===== src/rtl/udp_frame_header_builder.sv =====
// rtl/udp_frame_header_builder.sv - writes the 42-byte Ethernet/IPv4/UDP header to DPRAM port A and fills in the IP checksum
module udp_frame_header_builder #(
  parameter logic [9:0] BASE_ADDR = 10'd0,
  parameter logic [7:0] TTL       = 8'h40
) (
  input  logic        iDm9000aClk,
  input  logic        iRst,
  input  logic        iBuildStart,
  input  logic [47:0] iDstMac,
  input  logic [47:0] iSrcMac,
  input  logic [31:0] iSrcIp,
  input  logic [31:0] iDstIp,
  input  logic [15:0] iSrcPort,
  input  logic [15:0] iDstPort,
  input  logic [15:0] iPayloadLen,
  output logic        wren_a,
  output logic [9:0]  address_a,
  output logic [7:0]  data_a,
  output logic        oChkRunStart,
  output logic [15:0] oChkLen,
  output logic [9:0]  oChkStartAddr,
  input  logic        iChkRunEnd,
  input  logic [15:0] iChecksum,
  output logic [15:0] oFrameLen,
  output logic        oBuildBusy,
  output logic        oBuildDone,
  output logic        oLenErr,
  output logic        oChkErr
);

  localparam logic [15:0] MAX_PAYLOAD = 16'd982;
  localparam logic [5:0]  LAST_IDX    = 6'd41;
  localparam logic [7:0]  TMO_LAST    = 8'd254;

  typedef enum logic [2:0] {
    S_IDLE, S_WR_HDR, S_CHK_WAIT, S_WR_CS_H, S_WR_CS_L, S_DONE
  } state_t;

  state_t      state, state_n;
  logic [5:0]  idx, idx_n, idx_inc;
  logic [7:0]  tmo, tmo_n;
  logic [7:0]  cs_lo, cs_lo_n;
  logic [15:0] id, id_n;
  logic        wren_n;
  logic [9:0]  addr_n;
  logic [7:0]  data_n;
  logic [15:0] frame_len_n;
  logic        len_err_n, chk_err_n;
  logic        latch;

  logic [47:0] dst_mac, src_mac;
  logic [31:0] src_ip, dst_ip;
  logic [15:0] src_port, dst_port, pay_len;
  logic [15:0] ip_total_len, udp_len;
  logic [335:0] hdr;
  logic [8:0]  sel_bit;

  assign ip_total_len = pay_len + 16'd28;
  assign udp_len      = pay_len + 16'd8;

  // Byte 0 sits in the top bits so byte k is hdr[(41-k)*8 +: 8].
  assign hdr = {dst_mac, src_mac, 16'h0800,
                8'h45, 8'h00, ip_total_len, id, 16'h4000, TTL, 8'h11, 16'h0000,
                src_ip, dst_ip,
                src_port, dst_port, udp_len, 16'h0000};

  assign idx_inc = idx + 6'd1;
  assign sel_bit = {LAST_IDX - idx_inc, 3'b000};

  assign oChkLen       = 16'd20;
  assign oChkStartAddr = BASE_ADDR + 10'd14;
  assign oChkRunStart  = (state == S_CHK_WAIT);
  assign oBuildBusy    = (state != S_IDLE);
  assign oBuildDone    = (state == S_DONE);

  always_comb begin
    state_n     = state;
    idx_n       = idx;
    tmo_n       = tmo;
    cs_lo_n     = cs_lo;
    id_n        = id;
    wren_n      = 1'b0;
    addr_n      = address_a;
    data_n      = data_a;
    frame_len_n = oFrameLen;
    len_err_n   = oLenErr;
    chk_err_n   = oChkErr;
    latch       = 1'b0;

    case (state)
      S_IDLE: begin
        if (iBuildStart) begin
          latch       = 1'b1;
          chk_err_n   = 1'b0;
          len_err_n   = (iPayloadLen > MAX_PAYLOAD);
          frame_len_n = (iPayloadLen < 16'd18) ? 16'd60 : iPayloadLen + 16'd42;
          if (iPayloadLen > MAX_PAYLOAD) begin
            state_n = S_DONE;
          end else begin
            // Byte 0 comes straight from the port so it lands the cycle after start.
            state_n = S_WR_HDR;
            idx_n   = 6'd0;
            wren_n  = 1'b1;
            addr_n  = BASE_ADDR;
            data_n  = iDstMac[47:40];
          end
        end
      end
      S_WR_HDR: begin
        if (idx == LAST_IDX) begin
          state_n = S_CHK_WAIT;
          tmo_n   = 8'd0;
        end else begin
          idx_n  = idx_inc;
          wren_n = 1'b1;
          addr_n = BASE_ADDR + {4'd0, idx_inc};
          data_n = hdr[sel_bit +: 8];
        end
      end
      S_CHK_WAIT: begin
        if (iChkRunEnd) begin
          state_n = S_WR_CS_H;
          wren_n  = 1'b1;
          addr_n  = BASE_ADDR + 10'd24;
          data_n  = ~iChecksum[15:8];
          cs_lo_n = ~iChecksum[7:0];
        end else if (tmo == TMO_LAST) begin
          state_n   = S_DONE;
          chk_err_n = 1'b1;
        end else begin
          tmo_n = tmo + 8'd1;
        end
      end
      S_WR_CS_H: begin
        state_n = S_WR_CS_L;
        wren_n  = 1'b1;
        addr_n  = BASE_ADDR + 10'd25;
        data_n  = cs_lo;
      end
      S_WR_CS_L: begin
        state_n = S_DONE;
      end
      S_DONE: begin
        state_n = S_IDLE;
        if (!oLenErr && !oChkErr) id_n = id + 16'd1;
      end
      default: state_n = S_IDLE;
    endcase
  end

  always_ff @(posedge iDm9000aClk) begin
    if (iRst) begin
      state     <= S_IDLE;
      idx       <= 6'd0;
      tmo       <= 8'd0;
      cs_lo     <= 8'd0;
      id        <= 16'd0;
      wren_a    <= 1'b0;
      address_a <= 10'd0;
      data_a    <= 8'd0;
      oFrameLen <= 16'd0;
      oLenErr   <= 1'b0;
      oChkErr   <= 1'b0;
    end else begin
      state     <= state_n;
      idx       <= idx_n;
      tmo       <= tmo_n;
      cs_lo     <= cs_lo_n;
      id        <= id_n;
      wren_a    <= wren_n;
      address_a <= addr_n;
      data_a    <= data_n;
      oFrameLen <= frame_len_n;
      oLenErr   <= len_err_n;
      oChkErr   <= chk_err_n;
    end
  end

  always_ff @(posedge iDm9000aClk) begin
    if (iRst) begin
      dst_mac  <= 48'd0;
      src_mac  <= 48'd0;
      src_ip   <= 32'd0;
      dst_ip   <= 32'd0;
      src_port <= 16'd0;
      dst_port <= 16'd0;
      pay_len  <= 16'd0;
    end else if (latch) begin
      dst_mac  <= iDstMac;
      src_mac  <= iSrcMac;
      src_ip   <= iSrcIp;
      dst_ip   <= iDstIp;
      src_port <= iSrcPort;
      dst_port <= iDstPort;
      pay_len  <= iPayloadLen;
    end
  end

endmodule


===== config.mk =====
export PLATFORM = sky130hd
export DESIGN_NAME = udp_frame_header_builder
export DESIGN_NICKNAME = d
export VERILOG_FILES = /design/src/rtl/udp_frame_header_builder.sv
export SDC_FILE = /design/constraint.sdc
export NUM_CORES = 1
export LEC_CHECK = 0
export CORE_AREA = 5 5 156 143
export CTS_BUF_LIST = sky130_fd_sc_hd__clkbuf_4 sky130_fd_sc_hd__clkbuf_8 sky130_fd_sc_hd__clkbuf_16
export CTS_CLUSTER_SIZE = 28
export DETAILED_ROUTE_END_ITERATION = 10
export DIE_AREA = 0 0 161 148
export DONT_BUFFER_PORTS = 1
export PLACE_DENSITY = 0.86
export SYNTH_ARGS = -nofsm -noshare
export SYNTH_HDL_FRONTEND = slang
export SYNTH_SLANG_ARGS = --single-unit

===== constraint.sdc =====
create_clock -name iDm9000aClk -period 7.5 [get_ports iDm9000aClk]
set_input_delay 1.5 -clock iDm9000aClk [delete_from_list [all_inputs] [get_ports iDm9000aClk]]
set_output_delay 1.5 -clock iDm9000aClk [all_outputs]
set_load 0.05 [all_outputs]

---- Word level (Yosys, flattened, before mapping) ----
Index checks and enable logic that the tools add are counted.
cells by class
  reductions and logical operators ........ 17
  bitwise gates (word level) .............. 2
  eq/ne operators ......................... 16
  $lt $le $gt $ge ......................... 2
  $add $sub $neg .......................... 7
  muxes and demuxes ....................... 36
  shifts and indexed selects .............. 1
operators with widths
  operator               number
  $shiftx 336x10->8      1
  $mux 8                 7
  $mux 10                4
  $pmux 10 s4            1
  $pmux 8 s4             1
  $mux 6                 3
  $add 16x1->16 const B  1
  $add 16x4->16 const B  1
  $add 16x5->16 const B  1
  $add 16x6->16 const B  1
  $gt 16x10->1 const B   1
  $lt 16x5->1 const B    1
  $mux 16                1
  $not 8->8              2
  $pmux 8 s2             1
  $mux 3                 5
  $pmux 3 s5             1
  $ne 2x2->1 const B     6
  $pmux 6 s2             1
  $reduce_and 4->1       3
  $mux 1                 9
  $add 8x1->8 const B    1
  $eq 8x8->1 const B     1
  $add 6x1->6 const B    1
  other kinds (18)       26
storage, ports and cells
  register bits after elaboration ......... 286

---- Logic depth before layout (Yosys ltp) ----
Gate-level depths: netlist of run 1.
  word-level depth ........................ 5
  mapped depth ............................ 16
  gate-level depth less buffers ........... 10

---- Worst setup path after synthesis of run 1 ----
Ideal clock, no wire load.
  kind .................................... flip-flop to flip-flop
  start point ............................. reg idx[0]
  end point ............................... reg data_a[2]
  path buffers ............................ 6
  data arrival time ....................... 3.380 ns
  setup slack ............................. 4.035 ns
  period minus slack after synthesis ...... 3.465 ns
  setup time .............................. 0.084 ns
  cell stages (with the launch flop) ...... 16
  path through ............................ dfxtp_1 -> buf_6 -> buf_8 -> buf_6 -> clkinv_1 -> buf_4 -> ha_1 -> ha_1 -> buf_2 -> buf_2 -> o22ai_1 -> or3_1 -> a211oi_1 -> o21ai_0 -> a211o_1 -> o31ai_2
between the ends
  longest elaborated chain between the ends .. 5
RTL lines
  what                      line  source
  start: declaration        40    logic [5:0] idx, idx_n, idx_inc;
  start signal: assignment  166   idx <= idx_n;
  $add 6x1->6               67    assign idx_inc = idx + 6'd1;
  $sub 6x6->6               68    assign sel_bit = {LAST_IDX - idx_inc, 3'b000};
  $shiftx 336x10->8         117   data_n = hdr[sel_bit +: 8];
  $mux 8                    110   if (idx == LAST_IDX) begin
  $pmux 8 s4                90    case (state)
  end signal: assignment    172   data_a <= data_n;
  end: declaration          18    output logic [7:0] data_a,
Parallel ways exist; a longest one is shown, timed or not. The select of a mux whose other input is x is not followed.
A chain may end at the register's enable or synchronous reset.

---- Worst setup path in the final report of run 1 ----
  start point ............................. reg idx[0]
  end point ............................... reg data_a[5]
The elaborated chain is that of the path after synthesis.

==> metrics.cfg, run 1 <==
[sta]
setup_viol=0
hold_viol=0
skew_ns=0.0206
rsz0062_at_grt=false
tightest_slew_ns=1.15
holdWs_ns=0.452
final.setup.tns_ns=0
min_period_over_period_pct=63.4
worst_slack_ns=2.74
timing.fmax_ghz=0.210
period_needed_ns=4.76
maxSlewHeadroom_pct=23.0
report.final.slew_viol_count=0

[min_path]
min_to=dst_mac[1]$_SDFFE_PP0P_
worstHoldStart=dst_mac[1]$_SDFFE_PP0P_
holdPathStages=2
min_path_type=reg2reg

[final_layout]
utilization_pct=71.0
diodes=0
final_common_cell=nand2_1
drive_gt1_share_pct=8.05
syn2layout_area_growth_pct=4.61
fin_cells=1912
postLayoutCellArea_um2=14600
fin_nets=1871
layout_common_cells=466 x nand2_1, 281 x dfxtp_1, 261 x a21oi_1, 97 x nor2_1, 43 x o21ai_0

[routing]
wl_per_cell_um=19.9
drc=0
routed_wl_um=38000
firstDrtPassIters=6
antenna_left=0
vias=12000
avgViaCountPerCell=6.27
drt_iter0_markers=1286

[setup_path]
path_class=reg2reg
start_kind=register
cp_slowest_cell=dfxtp_4
cp_max_fo=57
cp-end-kind=register
crit_path_max_incr_delay_ns=0.77
crit_path_cell_trace=clkinv_1 > ha_2 > buf_4 > mux2_4 > mux2i_1 > a22o_2 > xnor2_1 > a21oi_1 > a2111o_1 > o21ai_1
rr_worst_depth=10
worst_ep_arrival_time_ns=5.23
rrSetupSlack_ns=2.74
required_ns=7.98
r2r-start=idx[0]$_SDFFE_PP0P_
cp_top_family=buffers and inverters
cp_num_buf_inv=2
r2r-end=data_a[5]$_SDFFE_PP0P_

[synthesis]
post_synth_and_or_nand_nor_area_fraction_pct=21.3
netlist_area_um2=13900
ys_async_sr_fraction_pct=0
yosysWarningCount=0
synth_top_family_by_area=simple AND/OR/NAND/NOR gates
ys_ff_latch=282
ys_types=87
synth_compound_area_share_pct=17.7
synth_fa_ha_area_share_pct=1.08
syn_area_per_cell_um2=8.04
seq_area_frac_synth_pct=40.5
synth_edf_count=0
syn_inst=1733
synth_flop_cell=dfxtp_1
synth-xor-area-share_pct=3.60
muxShareOfSynthArea_pct=8.75

[power]
switching_power_mw=2.03
irDropWorstVdd_v=0.000226
power.internal_mw=3.23
p_leak_nw=5.16
total_power_mw=5.26
power_frac_seq_pct=39.6
power_frac_clock_pct=28.3
power_density_nw_per_um2=361
combPwrFrac_pct=32.1
swShare_pct=38.6

[clock_tree]
clk_latency_ns=0.56
cts_made_buffers=28
cts_hold_buf=0
cts_tree=built
clk_pin_slew_ns=0.06
clock_path_buffers=3
cts_sinks=282
cts_max_level=1
root_buffer=clkbuf_16
post_cts_resized=0
post-cts-setup-buffer-count=0

[place]
detailedPlacementHpwl_um=26300
place.gp.congestion=0.967
io_buffers=0
pre_cts_ws_ns=2.76
dp_cells=1861
placed_area_um2=13600

[floorplan]
ios=294
die_x_um=161
rows=50
dieArea_um2=23800
core_um2=20500
start_util_pct=67.9
die_h_um=148

[run_status]
status=finished clean

[global_route]
overflow=0
track_usage_pct=30.3
grt_max_degree=275
grt_pass1_wl_um=59100
grt_pass1_vias=11200
antenna_found_initial=0

[flow_run]
maxCapViolCount=0

-- synthesized netlist by cell type (all sizes together) (4+ instances only) --
| master | count | share of area [%] |
|---|---|---|
| a31oi | 11 | 0.49 |
| o31a | 4 | 0.25 |
| nand4 | 13 | 0.67 |
| nor3 | 26 | 1.0 |
| nor3b | 4 | 0.29 |
| o21ai | 45 | 1.6 |
| nor4 | 5 | 0.22 |
| a21oi | 262 | 9.4 |
| nand2 | 468 | 13 |
| ha | 12 | 1.1 |
| or3 | 16 | 0.73 |
| nand2b | 8 | 0.36 |
| dfxtp | 282 | 41 |
| nand3 | 29 | 1.1 |
| a311oi | 4 | 0.38 |
| mux4 | 36 | 5.8 |
| and2 | 4 | 0.18 |
| xor2 | 22 | 1.4 |
| mux2 | 11 | 0.92 |
| o21a | 4 | 0.22 |
| o311ai | 4 | 0.31 |
| nor2b | 9 | 0.40 |
| o211ai | 4 | 0.22 |
| a22oi | 20 | 1.1 |
| mux2i | 28 | 2.0 |
| nor2 | 98 | 2.7 |
| a211oi | 21 | 1.1 |
| buf | 91 | 4.2 |
| and3 | 4 | 0.18 |
| a2111oi | 4 | 0.25 |
| inv | 23 | 0.62 |
| nand3b | 7 | 0.38 |
| clkbuf | 76 | 2.1 |
| xnor2 | 29 | 1.8 |
-- logic make-up (layout without fill, tap and decap cells) --
family | count (synthesis) | in the layout
AO/OA/AOI/OAI | 419 | 419
XOR/XNOR | 53 | 53
multiplexers | 75 | 75
other | 2 | 30
adder cells (fa/ha/maj) | 12 | 12
AND/OR/NAND/NOR | 699 | 699
buffers and inverters | 191 | 82
flip-flops | 282 | 282
-- flip-flops by register name, indices dropped and copies added (netlist names), 8 cells and up --
register / cells
src_port: 16
dst_ip: 32
dst_port: 16
oFrameLen: 16
data_a: 8
src_mac: 48
id: 16
src_ip: 32
tmo: 8
cs_lo: 8
dst_mac: 48
pay_len: 16
-- metal layers --
metal	vias up	GRT usage (%)	wire (um)
met5	-	0	0
met4	0	8.02	1110
met3	71	7.16	3800
met2	525	49.9	18000
met1	5702	40.4	15100
li1	5687	-	-
-- power groups by stage --
stage,clock (mW),sequential [mW],combinational [mW]
6_report,1.49,2.08,1.69
5_1_grt,1.56,2.11,1.85
4_1_cts,1.50,2.08,1.67
3_5_place_dp,0,2.11,1.66
3_3_place_gp,0,2.10,1.63
2_1_floorplan,0,1.98,1.46
-- cell type report --
type | count | area [um^2]
Clock buffer | 41 | 861
Clock inverter | 10 | 143
Fill cell | 1626 | 5950
Inverter | 24 | 90.1
Multi-Input combinational cell | 1288 | 7430
Sequential cell | 282 | 5650
Tap cell | 260 | 325
Timing Repair Buffer | 7 | 65.1
-- worst reg2reg max path: stages, from the launching register on --
cell	delay, ns
dfxtp_4	0.77
clkinv_1	0.73
ha_2	0.58
buf_4	0.60
mux2_4	0.27
mux2i_1	0.07
a22o_2	0.28
xnor2_1	0.74
a21oi_1	0.09
a2111o_1	0.45
o21ai_1	0.12
-- worst max-delay path by stage --
| stage | to | cells after the start | slack (ns) | from |
|---|---|---|---|---|
| final | data_a[5]$_SDFFE_PP0P_ | 10 | 2.74 | idx[0]$_SDFFE_PP0P_ |
| after global routing | data_a[2]$_SDFFE_PP0P_ | 10 | 2.43 | idx[0]$_SDFFE_PP0P_ |
| after CTS | data_a[2]$_SDFFE_PP0P_ | 10 | 2.75 | idx[0]$_SDFFE_PP0P_ |
| after detailed placement | data_a[2]$_SDFFE_PP0P_ | 10 | 2.76 | idx[0]$_SDFFE_PP0P_ |
| after global placement | data_a[2]$_SDFFE_PP0P_ | 10 | 2.83 | idx[0]$_SDFFE_PP0P_ |
| after floorplan | data_a[2]$_SDFFE_PP0P_ | 15 | 4.04 | idx[0]$_SDFFE_PP0P_ |
No activity file was read; power rests on OpenSTA's default activity.
==> run 2: changes to the inputs <==
CORE_AREA = 5 5 170 156   (was 5 5 156 143)
DIE_AREA = 0 0 175 161   (was 0 0 161 148)
PLACE_DENSITY = 0.76   (was 0.86)
clock period = 3.8 ns   (was 7.5 ns; I/O delays follow)
==> metrics.cfg, run 2 (same netlist as run 1, synthesis figures left out) <==
[run_status]
status=finished clean

[clock_tree]
post_cts_resized=0
clk_pin_slew_ns=0.07
cts_tree=built
cts_made_buffers=28
cts_max_level=1
post-cts-setup-buffer-count=0
cts_hold_buf=0
root_buffer=clkbuf_16
clock_path_buffers=3
clk_latency_ns=0.55
cts_sinks=282

[final_layout]
multiInputGateArea_um2=7430
diodes=0
final_common_cell=nand2_1
syn2layout_area_growth_pct=6.59
reg_top3=dst_mac x48, src_mac x48
layout_common_cells=466 x nand2_1, 281 x dfxtp_1, 261 x a21oi_1, 97 x nor2_1, 43 x o21ai_0
fin_nets=1886
seq_area_um2=5650
drive_gt1_share_pct=8.93
postLayoutCellArea_um2=14800
utilization_pct=60.3
n_fill_cell=2155

[sta]
report.final.slew_viol_count=0
rsz0062_at_grt=false
skew_ns=0.0102
min_period_over_period_pct=90.8
maxSlewHeadroom_pct=26.9
timing.fmax_ghz=0.290
final.setup.tns_ns=0
hold_viol=0
tightest_slew_ns=1.09
setup_viol=0
period_needed_ns=3.45

[setup_path]
path_class=reg2reg
cp_num_buf_inv=2
start_kind=register
crit_path_cell_trace=clkinv_1 > ha_2 > ha_2 > buf_12 > mux4_2 > nor2_1 > or3_1 > o311ai_0 > a311oi_1 > nor3_1
cp_common_cell=ha_2
required_ns=4.21
cp_top_family=adder cells
cp_slowest_cell=ha_2
crit_path_max_incr_delay_ns=0.74
worst_ep_arrival_time_ns=3.86
cp_max_fo=22
cp-end-kind=register

[global_route]
grt_pass1_vias=11400
track_usage_pct=26.4
grt_pass1_wl_um=61100
overflow=0
antenna_found_initial=0
grt_max_degree=275

[power]
combPwrFrac_pct=32.6
power_density_nw_per_um2=725
swShare_pct=37.9
switching_power_mw=4.08
power_frac_seq_pct=37.9
power_frac_clock_pct=29.5
p_leak_nw=5.28
irDropWorstVdd_v=0.000408
power.internal_mw=6.68

[place]
placed_area_um2=13800
io_buffers=0
place.gp.congestion=0.956
detailedPlacementHpwl_um=27800

[floorplan]
die_h_um=161
rows=55
die_x_um=175
start_util_pct=56.5
core_um2=24600
dieArea_um2=28200
ios=294

[flow_run]
maxCapViolCount=0

[min_path]
min_path_type=in2reg

[routing]
avgViaCountPerCell=6.03
drt_iter0_markers=1117
routed_wl_um=39100
wl_per_cell_um=19.7
antenna_left=0
vias=11900
firstDrtPassIters=5
drc=0

[run 2: cell count changes in the layout (fill, tap and decap cells not counted)]
cell / before / now
buf_4: 6 / 19
clkbuf_8: 10 / 4
bufinv_16: 3 / 7
buf_12: 1 / 3
clkinv_2: 4 / 6
clkbuf_16: 28 / 29
clkbuf_4: 3 / 4
clkinvlp_4: 1 / 0
[run 2: cell type report]
class,instances,area share (%)
Clock buffer,37,5.46
Multi-Input combinational cell,1288,50.1
Inverter,24,0.607
Sequential cell,282,38.1
Timing Repair Buffer,22,1.37
Tap cell,313,2.64
Clock inverter,15,1.79
[run 2: path summary, 6_finish.rpt]
| kind | to | depth (start not counted) | slack (ns) | start |
|---|---|---|---|---|
| max | data_a[3]$_SDFFE_PP0P_ | 10 | 0.35 | idx[0]$_SDFFE_PP0P_ |
| min | cs_lo[6]$_SDFFE_PP0P_ | 1 | 0.29 | iRst |
| max reg2reg | data_a[3]$_SDFFE_PP0P_ | 10 | 0.35 | idx[0]$_SDFFE_PP0P_ |
| min reg2reg | dst_port[1]$_SDFFE_PP0P_ | 2 | 0.45 | dst_port[1]$_SDFFE_PP0P_ |
[run 2: per-stage QoR]
stage,power [mW],setup slack [ns],hold slack [ns],cells
after floorplan,6.78,0.335,0.432,1761
after global placement,7.51,0.462,0.437,1929
after detailed placement,7.59,0.384,0.444,1929
after CTS,10.8,0.364,0.277,1981
after global routing,11.3,0.159,0.278,1981
final,10.8,0.350,0.287,1981
[run 2: power groups by stage]
stage,logic [mW],registers (mW),clock network [mW]
4_1_cts,3.47,4.07,3.21
3_3_place_gp,3.39,4.12,0
2_1_floorplan,2.88,3.90,0
5_1_grt,3.85,4.13,3.35
6_report,3.51,4.08,3.18
3_5_place_dp,3.46,4.14,0
[run 2: worst reg2reg max path, delay by kind of cell, from the launching register on]
kind / cells / cell delay, ns
AOI/OAI and AO/OA: 2 / 0.46
adders and majority gates: 2 / 1.14
buffers and inverters: 2 / 0.41
DFF: 1 / 0.49
muxes: 1 / 0.51
and+or+nand+nor: 3 / 0.31
[run 2: routing by layer]
layer	GRT usage [%]	part of all wire (%)	up-vias
met4	7.68	3.0	0
met2	42.8	47	484
li1	-	-	5723
met3	6.37	8.6	76
met5	0	0	-
met1	35.5	42	5665
==> run 3: changes to the inputs <==
PLACE_DENSITY = unset   (was 0.76)
PLACE_DENSITY_LB_ADDON = 0.3   (was unset)
SKIP_CTS_REPAIR_TIMING = 1   (was unset)
==> metrics.cfg, run 3 (same netlist as run 1, synthesis figures left out) <==
[run_status]
status=finished clean

[sta]
maxSlewHeadroom_pct=48.7
final.setup.tns_ns=0
skew_ns=0.0135
hold_viol=0
tightest_slew_ns=0.769
setup_viol=0
min_period_over_period_pct=85.3
rsz0062_at_grt=false
timing.fmax_ghz=0.309
period_needed_ns=3.24
holdWs_ns=0.290
report.final.slew_viol_count=0

[setup_path]
rrSetupSlack_ns=0.56
cp_top_family=compound AO/OA/AOI/OAI gates
cp-end-kind=register
start_kind=register
crit_path_max_incr_delay_ns=0.46
required_ns=4.23
cp_common_cell=a31oi_1
r2r-start=idx[1]$_SDFFE_PP0P_
r2r-end=data_a[4]$_SDFFE_PP0P_
cp_slowest_cell=dfxtp_1
worst_ep_arrival_time_ns=3.67
path_class=reg2reg
cp_max_fo=20
rr_worst_depth=11
crit_path_start=idx[1]$_SDFFE_PP0P_
cp_num_buf_inv=2
crit_path_cell_trace=ha_1 > xnor2_1 > ha_2 > buf_12 > buf_4 > a2111oi_0 > a31oi_1 > a31oi_1 > o21ai_0 > a21boi_0 > o31ai_1

[final_layout]
final_common_cell=nand2_1
reg_top3=dst_mac x48, src_mac x48
n_fill_cell=2224
fin_nets=1894
postLayoutCellArea_um2=14800
multiInputGateArea_um2=7430
seq_area_um2=5650
layout_common_cells=466 x nand2_1, 281 x dfxtp_1, 261 x a21oi_1, 97 x nor2_1, 43 x o21ai_0
utilization_pct=60.1
drive_gt1_share_pct=9.31
syn2layout_area_growth_pct=6.38

[place]
detailedPlacementHpwl_um=28400
place.gp.congestion=0.920
io_buffers=0
placed_area_um2=13800

[clock_tree]
clk_latency_ns=0.55
clock_path_buffers=3
root_buffer=clkbuf_16
cts_max_level=1
cts_tree=built
cts_made_buffers=28
clk_pin_slew_ns=0.07
cts_sinks=282

[global_route]
grt_max_degree=275
grt_pass1_vias=11200
track_usage_pct=26.7
antenna_found_initial=1
grt_pass1_wl_um=61400
overflow=0

[flow_run]
maxCapViolCount=0

[routing]
drc=0
avgViaCountPerCell=5.95
drt_iter0_markers=955
vias=11800
firstDrtPassIters=6
wl_per_cell_um=19.9
routed_wl_um=39500
antenna_left=0

[floorplan]
rows=55
die_h_um=161
core_um2=24600
die_x_um=175
ios=294
dieArea_um2=28200
start_util_pct=56.5

[power]
total_power_mw=10.5
irDropWorstVdd_v=0.000409
p_leak_nw=5.27
power_density_nw_per_um2=711

[min_path]
min_path_type=in2reg
worstHoldStart=iRst
min_to=cs_lo[7]$_SDFFE_PP0P_
holdPathStages=1

==> run 3: area by class of cell <==
class                   count  share of cell area (%)
flip-flops and latches    282                    38.1
repair buffers             30                    1.86
clock inverters            14                    1.16
clock buffers              37                    5.40
diodes                      1                  0.0169
inverters                  24                   0.608
well taps                 313                    2.64
multi-input cells        1288                    50.2
==> run 3: where the power goes <==
part,internal [mW],switching [mW]
combinational,1.32,2.30
sequential,3.42,0.614
clock,1.69,1.18
total,6.43,4.10
==> run 3: how the worst max path moves through the flow <==
| stage | endpoint | cells after the start | slack (ns) |
|---|---|---|---|
| floorplan | data_a[2]$_SDFFE_PP0P_ | 15 | 0.34 |
| global placement | data_a[4]$_SDFFE_PP0P_ | 10 | 0.66 |
| detailed placement | data_a[5]$_SDFFE_PP0P_ | 10 | 0.58 |
| CTS | data_a[1]$_SDFFE_PP0P_ | 9 | 0.57 |
| global route | data_a[2]$_SDFFE_PP0P_ | 11 | 0.37 |
| finish | data_a[4]$_SDFFE_PP0P_ | 11 | 0.56 |
==> run 3: worst reg2reg max path: stages (launching register included) <==
cell	delay [ns]
dfxtp_1	0.46
ha_1	0.38
xnor2_1	0.21
ha_2	0.43
buf_12	0.20
buf_4	0.19
a2111oi_0	0.41
a31oi_1	0.10
a31oi_1	0.32
o21ai_0	0.15
a21boi_0	0.20
o31ai_1	0.08
==> run 3: per-stage QoR <==
step,setup WS (ns),cells
floorplan,0.335,1761
global placement,0.661,1937
detailed placement,0.580,1937
CTS,0.574,1988
global route,0.372,1988
finish,0.559,1989
==> run 3: per-layer routing <==
layer	wire (um)	global-route usage (%)	vias to the layer above
met4	993	6.46	0
met3	3370	6.39	60
li1	-	-	5733
met1	16900	37.0	5590
met5	0	0	-
met2	18200	42.8	447
